[src/rtl/alu_sequencer_if.sv]
// Sequencer/ALU bundle: the instruction handshake plus the operand/result bus.
// The master side belongs to the sequencer; the slave side is the instruction source and the ALU.
interface alu_sequencer_if;
  logic        instr_valid;
  logic [21:0] instr;
  logic        instr_ready;
  logic [2:0]  opcode;
  logic [15:0] r2;
  logic [15:0] r3;
  logic [3:0]  D1;
  logic [6:0]  entrada;
  logic [15:0] saida;
  logic        fimop;
  logic        flag_ram;

  modport master (
    input  instr_valid, instr, saida, fimop,
    output instr_ready, opcode, r2, r3, D1, entrada, flag_ram
  );

  modport slave (
    output instr_valid, instr, saida, fimop,
    input  instr_ready, opcode, r2, r3, D1, entrada, flag_ram
  );
endinterface

[src/rtl/alu_sequencer.sv]
// Multi-cycle ALU sequencer: accepts one instruction, issues operands, waits for fimop and
// writes saida back. Define ALU_TIMEOUT_EN to add a 255-cycle fimop watchdog with sticky err.
module alu_sequencer (
  input  logic            clk,
  input  logic            rst_n,
  alu_sequencer_if.master bus,
  input  logic [3:0]      dbg_addr,
  output logic [15:0]     dbg_data,
  output logic            busy,
  output logic [15:0]     retired,
  output logic            err
);

  typedef enum logic [2:0] {StIdle, StIssue, StWaitFim, StCapture, StWriteback} state_e;

  state_e      state_q;
  logic [15:0] rf_q [16];
  logic [2:0]  opc_q;
  logic [3:0]  rd_q;
  logic [6:0]  imm_q;
  logic [15:0] op_a_q, op_b_q;
  logic [2:0]  opcode_q;
  logic [15:0] r2_q, r3_q;
  logic [3:0]  d1_q;
  logic [6:0]  entrada_q;
  logic        flag_ram_q;
  logic [15:0] retired_q;

  logic [2:0] instr_opc;
  logic [3:0] instr_rd, instr_rs1, instr_rs2;
  logic [6:0] instr_imm;

  assign instr_opc = bus.instr[21:19];
  assign instr_rd  = bus.instr[18:15];
  assign instr_rs1 = bus.instr[14:11];
  assign instr_rs2 = bus.instr[10:7];
  assign instr_imm = bus.instr[6:0];

`ifdef ALU_TIMEOUT_EN
  logic [7:0] tmo_cnt_q;
  logic       err_q;
  assign err = err_q;
`else
  assign err = 1'b0;
`endif

  always_ff @(posedge clk or negedge rst_n) begin
    if (!rst_n) begin
      state_q    <= StIdle;
      for (int i = 0; i < 16; i++) rf_q[i] <= '0;
      opc_q      <= '0;
      rd_q       <= '0;
      imm_q      <= '0;
      op_a_q     <= '0;
      op_b_q     <= '0;
      opcode_q   <= '0;
      r2_q       <= '0;
      r3_q       <= '0;
      d1_q       <= '0;
      entrada_q  <= '0;
      flag_ram_q <= 1'b0;
      retired_q  <= '0;
`ifdef ALU_TIMEOUT_EN
      tmo_cnt_q  <= '0;
      err_q      <= 1'b0;
`endif
    end else begin
      flag_ram_q <= 1'b0;
      unique case (state_q)
        StIdle: begin
          // Operands are read at accept so a later write to rd cannot alias them.
          if (bus.instr_valid) begin
            opc_q   <= instr_opc;
            rd_q    <= instr_rd;
            imm_q   <= instr_imm;
            op_a_q  <= rf_q[instr_rs1];
            op_b_q  <= rf_q[instr_rs2];
            state_q <= StIssue;
          end
        end
        StIssue: begin
          opcode_q  <= opc_q;
          r2_q      <= op_a_q;
          r3_q      <= op_b_q;
          d1_q      <= rd_q;
          entrada_q <= imm_q;
          state_q   <= StWaitFim;
`ifdef ALU_TIMEOUT_EN
          tmo_cnt_q <= '0;
`endif
        end
        StWaitFim: begin
          if (bus.fimop) begin
            state_q <= StCapture;
          end
`ifdef ALU_TIMEOUT_EN
          // Count 254 is the 255th consecutive cycle without fimop.
          else if (tmo_cnt_q == 8'd254) begin
            err_q      <= 1'b1;
            flag_ram_q <= 1'b1;
            state_q    <= StIdle;
          end else begin
            tmo_cnt_q <= tmo_cnt_q + 8'd1;
          end
`endif
        end
        StCapture: begin
          flag_ram_q <= 1'b1;
          state_q    <= StWriteback;
        end
        StWriteback: begin
          rf_q[rd_q] <= bus.saida;
          retired_q  <= retired_q + 16'd1;
          state_q    <= StIdle;
        end
        default: state_q <= StIdle;
      endcase
    end
  end

  assign bus.instr_ready = (state_q == StIdle);
  assign bus.opcode      = opcode_q;
  assign bus.r2          = r2_q;
  assign bus.r3          = r3_q;
  assign bus.D1          = d1_q;
  assign bus.entrada     = entrada_q;
  assign bus.flag_ram    = flag_ram_q;
  assign busy            = (state_q != StIdle);
  assign retired         = retired_q;
  assign dbg_data        = rf_q[dbg_addr];

endmodule
[src/flat_wrapper.sv]
// flat-port wrapper written by rule: the top's interface ports become plain ports
module alu_sequencer_flat 
  (clk, rst_n, dbg_addr, dbg_data, busy, retired, err, bus_instr_valid, bus_instr, bus_saida, bus_fimop, bus_instr_ready, bus_opcode, bus_r2, bus_r3, bus_D1, bus_entrada, bus_flag_ram);
  alu_sequencer_if bus_i ();
  input  logic clk;
  input  logic rst_n;
  input  logic [3:0] dbg_addr;
  output logic [15:0] dbg_data;
  output logic busy;
  output logic [15:0] retired;
  output logic err;
  input wire logic [$bits(bus_i.instr_valid)-1:0] bus_instr_valid;
  input wire logic [$bits(bus_i.instr)-1:0] bus_instr;
  input wire logic [$bits(bus_i.saida)-1:0] bus_saida;
  input wire logic [$bits(bus_i.fimop)-1:0] bus_fimop;
  output wire logic [$bits(bus_i.instr_ready)-1:0] bus_instr_ready;
  output wire logic [$bits(bus_i.opcode)-1:0] bus_opcode;
  output wire logic [$bits(bus_i.r2)-1:0] bus_r2;
  output wire logic [$bits(bus_i.r3)-1:0] bus_r3;
  output wire logic [$bits(bus_i.D1)-1:0] bus_D1;
  output wire logic [$bits(bus_i.entrada)-1:0] bus_entrada;
  output wire logic [$bits(bus_i.flag_ram)-1:0] bus_flag_ram;
  assign bus_i.instr_valid = bus_instr_valid;
  assign bus_i.instr = bus_instr;
  assign bus_i.saida = bus_saida;
  assign bus_i.fimop = bus_fimop;
  assign bus_instr_ready = bus_i.instr_ready;
  assign bus_opcode = bus_i.opcode;
  assign bus_r2 = bus_i.r2;
  assign bus_r3 = bus_i.r3;
  assign bus_D1 = bus_i.D1;
  assign bus_entrada = bus_i.entrada;
  assign bus_flag_ram = bus_i.flag_ram;
  alu_sequencer u_core (.clk(clk), .rst_n(rst_n), .bus(bus_i), .dbg_addr(dbg_addr), .dbg_data(dbg_data), .busy(busy), .retired(retired), .err(err));
endmodule
[config.mk]
export PLATFORM = sky130hd
export DESIGN_NAME = alu_sequencer_flat
export DESIGN_NICKNAME = d
export VERILOG_FILES = /design/src/rtl/alu_sequencer_if.sv /design/src/rtl/alu_sequencer.sv /design/src/flat_wrapper.sv
export SDC_FILE = /design/constraint.sdc
export NUM_CORES = 1
export LEC_CHECK = 0
export BUFFER_PORTS_ARGS = -buffer_cell sky130_fd_sc_hd__clkbuf_2
export CORE_ASPECT_RATIO = 2
export CORE_MARGIN = 2
export CORE_UTILIZATION = 35
export CTS_CLUSTER_SIZE = 20
export DETAILED_ROUTE_END_ITERATION = 16
export GPL_TIMING_DRIVEN = 0
export MAX_ROUTING_LAYER = met4
export SLEW_MARGIN = 10
export SYNTH_ARGS = -nofsm -noshare
export SYNTH_HDL_FRONTEND = slang
export SYNTH_SLANG_ARGS = --single-unit
[constraint.sdc]
create_clock -name clk -period 2.55 [get_ports clk]
set_input_delay 0.1275 -clock clk [delete_from_list [all_inputs] [get_ports clk]]
set_output_delay 0.1275 -clock clk [all_outputs]
set_load 0.02 [all_outputs]
=== Word level (Yosys, flattened, before mapping) ===
Index checks and enable logic that the tools add are counted.

* Flip-flop bits (word level): 368
* Latch bits: 0
* RAM bits: 0
* Bits in read-only memories: 0
* Input bits: 46
* Output and inout port bits: 82
* Word-level logic and storage cells: 66
* Memories: 0

* $add $sub $neg: 1
* Multipliers: 0
* Div/mod/pow operators: 0
* $lt $le $gt $ge: 5
* Equal/unequal tests: 6
* Shift operators: 0
* Mux-type cells: 16
* Bitwise operators: 4
* Reductions and logical operators: 5

{| class="wikitable"
|+ Operator list
! kind !! count
|-
| $bwmux 256 || 1
|-
| $bmux 16 s4 || 3
|-
| $mux 16 || 7
|-
| $demux 16 s4 || 1
|-
| $ge 5x5->1 const B || 4
|-
| $not 4->5 || 4
|-
| $add 16x1->16 const B || 1
|-
| $pmux 3 s4 || 1
|-
| $eq 3x2->1 const B || 2
|-
| $mux 3 || 2
|-
| $lt 5x1->1 const B || 1
|-
| $ne 2x2->1 const B || 2
|-
| $reduce_and 2->1 || 2
|-
| $eq 3x1->1 const B || 1
|-
| $eq 3x3->1 const B || 1
|-
| $logic_not 3->1 || 1
|-
| $reduce_bool 3->1 || 1
|-
| $logic_and 1x1->1 || 1
|-
| $mux 1 || 1
|}

=== Longest topological paths before layout ===
* Word-level depth: 6
* Depth in mapped cells: 7
* Mapped depth without buffers: 4

=== Worst setup path after synthesis ===
No wires, ideal clock.

* Path kind: flip-flop to flip-flop
* From: register u_core.state_q[1]
* To: register u_core.rf_q[245] (netlist name)
* Arrival time: 2.078 ns
* Required time: 2.422 ns
* Setup slack: 0.345 ns
* Stages on the path, launching flop included: 8
* Buffers on the path: 3
* Cell sequence: dfrtp_1 > buf_4 > nor3b_4 > or3b_1 > buf_2 > nor3_4 > buf_6 > mux2_1

* Cells in the longest elaborated chain, start to end: 1

{| class="wikitable"
|+ RTL lines
! what !! line !! text
|-
| from (decl) || alu_sequencer.sv:16 || <nowiki>state_e state_q;</nowiki>
|-
| from (signal assigned) || alu_sequencer.sv:49 || <nowiki>state_q <= StIdle;</nowiki>
|-
| from (signal assigned) || alu_sequencer.sv:78 || <nowiki>state_q <= StIssue;</nowiki>
|-
| from (signal assigned) || alu_sequencer.sv:87 || <nowiki>state_q <= StWaitFim;</nowiki>
|-
| $eq 3x3->1 || alu_sequencer.sv:69 || <nowiki>unique case (state_q)</nowiki>
|-
| to (signal, indexed assignment) || alu_sequencer.sv:112 || <nowiki>rf_q[rd_q] <= bus.saida;</nowiki>
|-
| to (decl) || alu_sequencer.sv:17 || <nowiki>logic [15:0] rf_q [16];</nowiki>
|}

Every way passes these cells.
A chain may end at the register's enable or synchronous reset.

=== Worst setup path after layout ===
* From: input dbg_addr[3]
* To: output dbg_data[5]

* Cells in the longest elaborated chain, start to end: 4

{| class="wikitable"
|+ RTL lines
! what !! line !! text
|-
| from (decl) || flat_wrapper.sv:7 || <nowiki>input logic [3:0] dbg_addr;</nowiki>
|-
| $not 4->5 (not written as such) || alu_sequencer.sv:130 || <nowiki>assign dbg_data = rf_q[dbg_addr];</nowiki>
|-
| $bmux 16 s4 || alu_sequencer.sv:130 ||
|-
| $mux 16 (not written as such) (2 in a row) || alu_sequencer.sv:130 ||
|-
| to (decl) || flat_wrapper.sv:8 || <nowiki>output logic [15:0] dbg_data;</nowiki>
|}

Every way passes these cells. The select of a mux whose other input is x is not followed.

==> reports/results.tsv <==
metric	value	unit
post-detailed-route count of antenna-violating nets	0	
peak clock frequency supported by timing	380	MHz
pin count of the biggest net entering global routing	97	
post-synthesis cell count	1300	
vertical die dimension	339	microns
Initial Utilization	35.5	%
Floorplan Core Area	55400	sq um
io pins	128	
clock root buffer	sky130_fd_sc_hd__clkbuf_16	
H-tree levels	2	
clock tree from TritonCTS	done	
DP HPWL	51800	microns
most area-hungry cell type in the Yosys netlist	sky130_fd_sc_hd__dfrtp_1	
count of unresolved DRC violations after routing	0	
maximum resistive drop on vdd	0.000489	V
worst setup path startpoint	dbg_addr[3]	
floorplan die area	58200	sq um
sequential cell area fraction in the yosys report	46.9	%
share of flip-flops with an asynchronous set or reset	100	%
Main synth FF type	sky130_fd_sc_hd__dfrtp_1	
CP Max Fanout	10	
initial antenna violation count	2	
fraction of power consumed by the clock network	23.2	%
list of cells traversed by the critical path	buf_1 > clkbuf_1 > mux4_2 > clkbuf_2	
kind of capture point of the worst setup path	output port	
worst clock skew on the final layout	0.0268	ns
number of flip-flops and latches in the synthesized netlist	368	
Sw Share	34.7	%
Max transition margin	10.8	%
Layout fillers	5081	
unrepaired setup endpoints after global routing	true	
Gate power share	34.3	%
worst-case setup margin in the final layout	-0.0845	ns
outcome	finished, violations left	
worst hold-check path type	in -> async	
deepest clock path buffer count	3	
slowest stage cell, crit path	sky130_fd_sc_hd__clkbuf_1	
post-synthesis instance area	19600	sq um
NumNets Final	1555	
Remaining Overflow, GRT	0	
max-cap viol count	0	
number of endpoints failing setup at the final stage	18	
Sequential Power Share	42.5	%
die width	172	microns
Syn Area/Cell	15.1	sq um
min Tclk post-route	2.63	ns
drt total wl	73700	microns
Wirelength per Cell	32.3	microns
count of vias placed by the detailed router	13800	
required time of the worst setup path	2.42	ns
via count of the first global-routing pass	14800	
Synthesized Nets	1347	
NetSw	8470	uW
crit-path leading delay family	buffers and inverters	
I/O Buffers	116	
leading post-synthesis cells by cell area	sky130_fd_sc_hd__dfrtp_1, sky130_fd_sc_hd__mux4_2, sky130_fd_sc_hd__mux2_2	
placement-stage cell area	21300	sq um
Reg2Reg Launch Point	u_core.state_q[1]$_DFFE_PN0P_	
number of sinks on the clock net	368	
type of the worst setup path	in -> out	
buffers and inverters on the worst path	3	
Inserted Clock Buffers	34	
Synth-to-Final Area Change	17.8	%
portion of synthesized cell area occupied by the leading cell type	46.9	%
Via density	6.06	
gr usage total	26.4	%
PnR Total Power	24400	uW
number of design-rule violations left by the first detailed-router iteration	1135	
Critical Path Max Stage Delay	0.94	ns
violated checks	setup timing	
dominant cell by count in the synthesized netlist	sky130_fd_sc_hd__dfrtp_1	
worst endpoint data arrival time	2.51	ns
Setup crit start kind	input pin	
number of synthesized flops with an enable pin	0	
unique cell type count in the Yosys netlist	38	
static leakage power	0.00993	uW
insertion delay to the later sink of the worst-skew pair	0.56	ns
Internal	15900	uW
Yosys warning total	0	
actual slew at the worst max-slew pin	1.34	ns
CTS clk-pin slew, worst paths	0.07	ns
pwr/cell area	1050	nW/um^2
fraction of final layout cells with drive strength greater than 1	52.7	%
most common library cells after synthesis	sky130_fd_sc_hd__dfrtp_1, sky130_fd_sc_hd__mux2_2, sky130_fd_sc_hd__mux4_2	
final-report hold violation count	0	
Period Utilization, post-route	103	%
wire length of the first global-routing pass	105000	microns
Slew Limit Fails	0	
count of standard-cell rows	122	
number of search-and-repair iterations in the first detailed-routing pass	5	
post-route standard cell area excluding fillers	23100	sq um
Routability Congestion	0.959	
==> worst paths after layout <==
kind	endpoint	slack (ns)	cells past startpoint
worst max-delay path	dbg_data[5]	-0.08	4
worst min-delay path	u_core.rf_q[96]$_DFFE_PN0P_	0.06	2
worst max register to register	u_core.rf_q[78]$_DFFE_PN0P_	-0.01	7
worst min register to register	u_core.retired[15]$_DFFE_PN0P_	0.47	1
max in group asynchronous	u_core.rf_q[166]$_DFFE_PN0P_	0.86	5
min in group clk	u_core.imm_q[3]$_DFFE_PN0P_	0.29	4
==> registers in the layout, indices dropped and copies added, names as in the netlist <==
name                 count
u_core.bus.flag_ram      1
u_core.rf_q            256
u_core.retired          16
u_core.bus.opcode        3
u_core.bus.entrada       7
u_core.bus.D1            4
u_core.op_a_q           16
u_core.imm_q             7
u_core.bus.r2           16
u_core.opc_q             3
u_core.rd_q              4
u_core.op_b_q           16
u_core.state_q           3
u_core.bus.r3           16
==> logic make-up (layout without fill, tap and decap cells) <==
family                     count (synthesis)  count (layout)  share of synthesized area, %
DFF                                      368             368                          46.9
and+or+nand+nor                          235             235                          5.95
buffers and inverters                    119             352                          2.67
muxes                                    544             544                          43.1
adders and majority gates                  1               1                        0.0637
other                                      1               3                        0.0191
xor gates and xnor gates                  16              16                         0.713
AOI/OAI and AO/OA                         16              16                         0.630
==> power groups by stage <==
stage | Sequential (uW) | Clock (uW) | Combinational, uW
after floorplan | 9710 | 0 | 5710
after global placement | 10200 | 0 | 7960
after detailed placement | 10300 | 0 | 8200
after CTS | 10200 | 5750 | 8370
after global routing | 10600 | 5960 | 8890
final | 10400 | 5660 | 8370
==> cell usage in the layout, fill, tap and decap left out, drive strengths merged, types with 4 or more instances in the layout <==
cell,Yosys,layout
dlygate4sd3,0,35
clkbuf,63,224
mux4,208,208
nand3,66,66
nand4,20,20
clkinv,0,9
nor2b,4,4
xnor2,11,11
nand2,106,106
a22oi,13,13
dfrtp,368,368
nor3,4,4
xor2,5,5
nor2,14,14
bufinv,0,5
buf,54,73
mux2,335,335
==> stage by stage <==
step	worst slack, ns	cells	TNS [ns]	hold WS (ns)	utilization (%)
final	-0.0845	2279	-0.477	0.0641	41.8
after global routing	-0.0967	2279	-2.16	0.113	41.8
after CTS	-0.00949	2275	-0.00949	0.00325	41.6
after detailed placement	-0.824	2164	-63.42	0.0824	38.4
after global placement	-6.80	2160	-2539.76	0.327	38.2
after floorplan	0.345	1300	0	-0.168	-
==> repair_timing <==
action / CTS / global route
endpoints found under the setup margin: 231 / 159
resized for setup: 33 / 26
buffers inserted: 16 / 1
endpoints found under the hold margin: 223 / 1
pin swaps: 11 / 2
gates cloned: 0 / 1
hold buffers: 34 / 1
==> routing by layer <==
| metal | wire length, microns | global-route usage [%] | vias to the layer above |
|---|---|---|---|
| met3 | 5970 | 5.22 | 353 |
| met1 | 23200 | 26.7 | 7077 |
| met5 | 0 | - | - |
| met4 | 7760 | 22.4 | 0 |
| met2 | 36700 | 43.0 | 957 |
| li1 | - | - | 5434 |
==> area by class of cell <==
| cell class | count | area [sq um] | area share [%] |
|---|---|---|---|
| Antenna cell | 2 | 5.00 | 0.0216 |
| Clock buffer | 46 | 987 | 4.26 |
| Multi-Input combinational cell | 813 | 9990 | 43.1 |
| Inverter | 2 | 7.51 | 0.0324 |
| Sequential cell | 368 | 9210 | 39.8 |
| Clock inverter | 15 | 208 | 0.897 |
| Timing Repair Buffer | 173 | 1210 | 5.21 |
| Buffer | 116 | 608 | 2.63 |
| Tap cell | 744 | 931 | 4.02 |
==> worst register-to-register path: cells and delay by family, from the launching register on <==
kind / cells / cell delay, ns
simple gates: 3 / 0.92
buf+inv: 3 / 0.81
mux: 1 / 0.35
flops: 1 / 0.36
(Power assumes the default switching activity.)
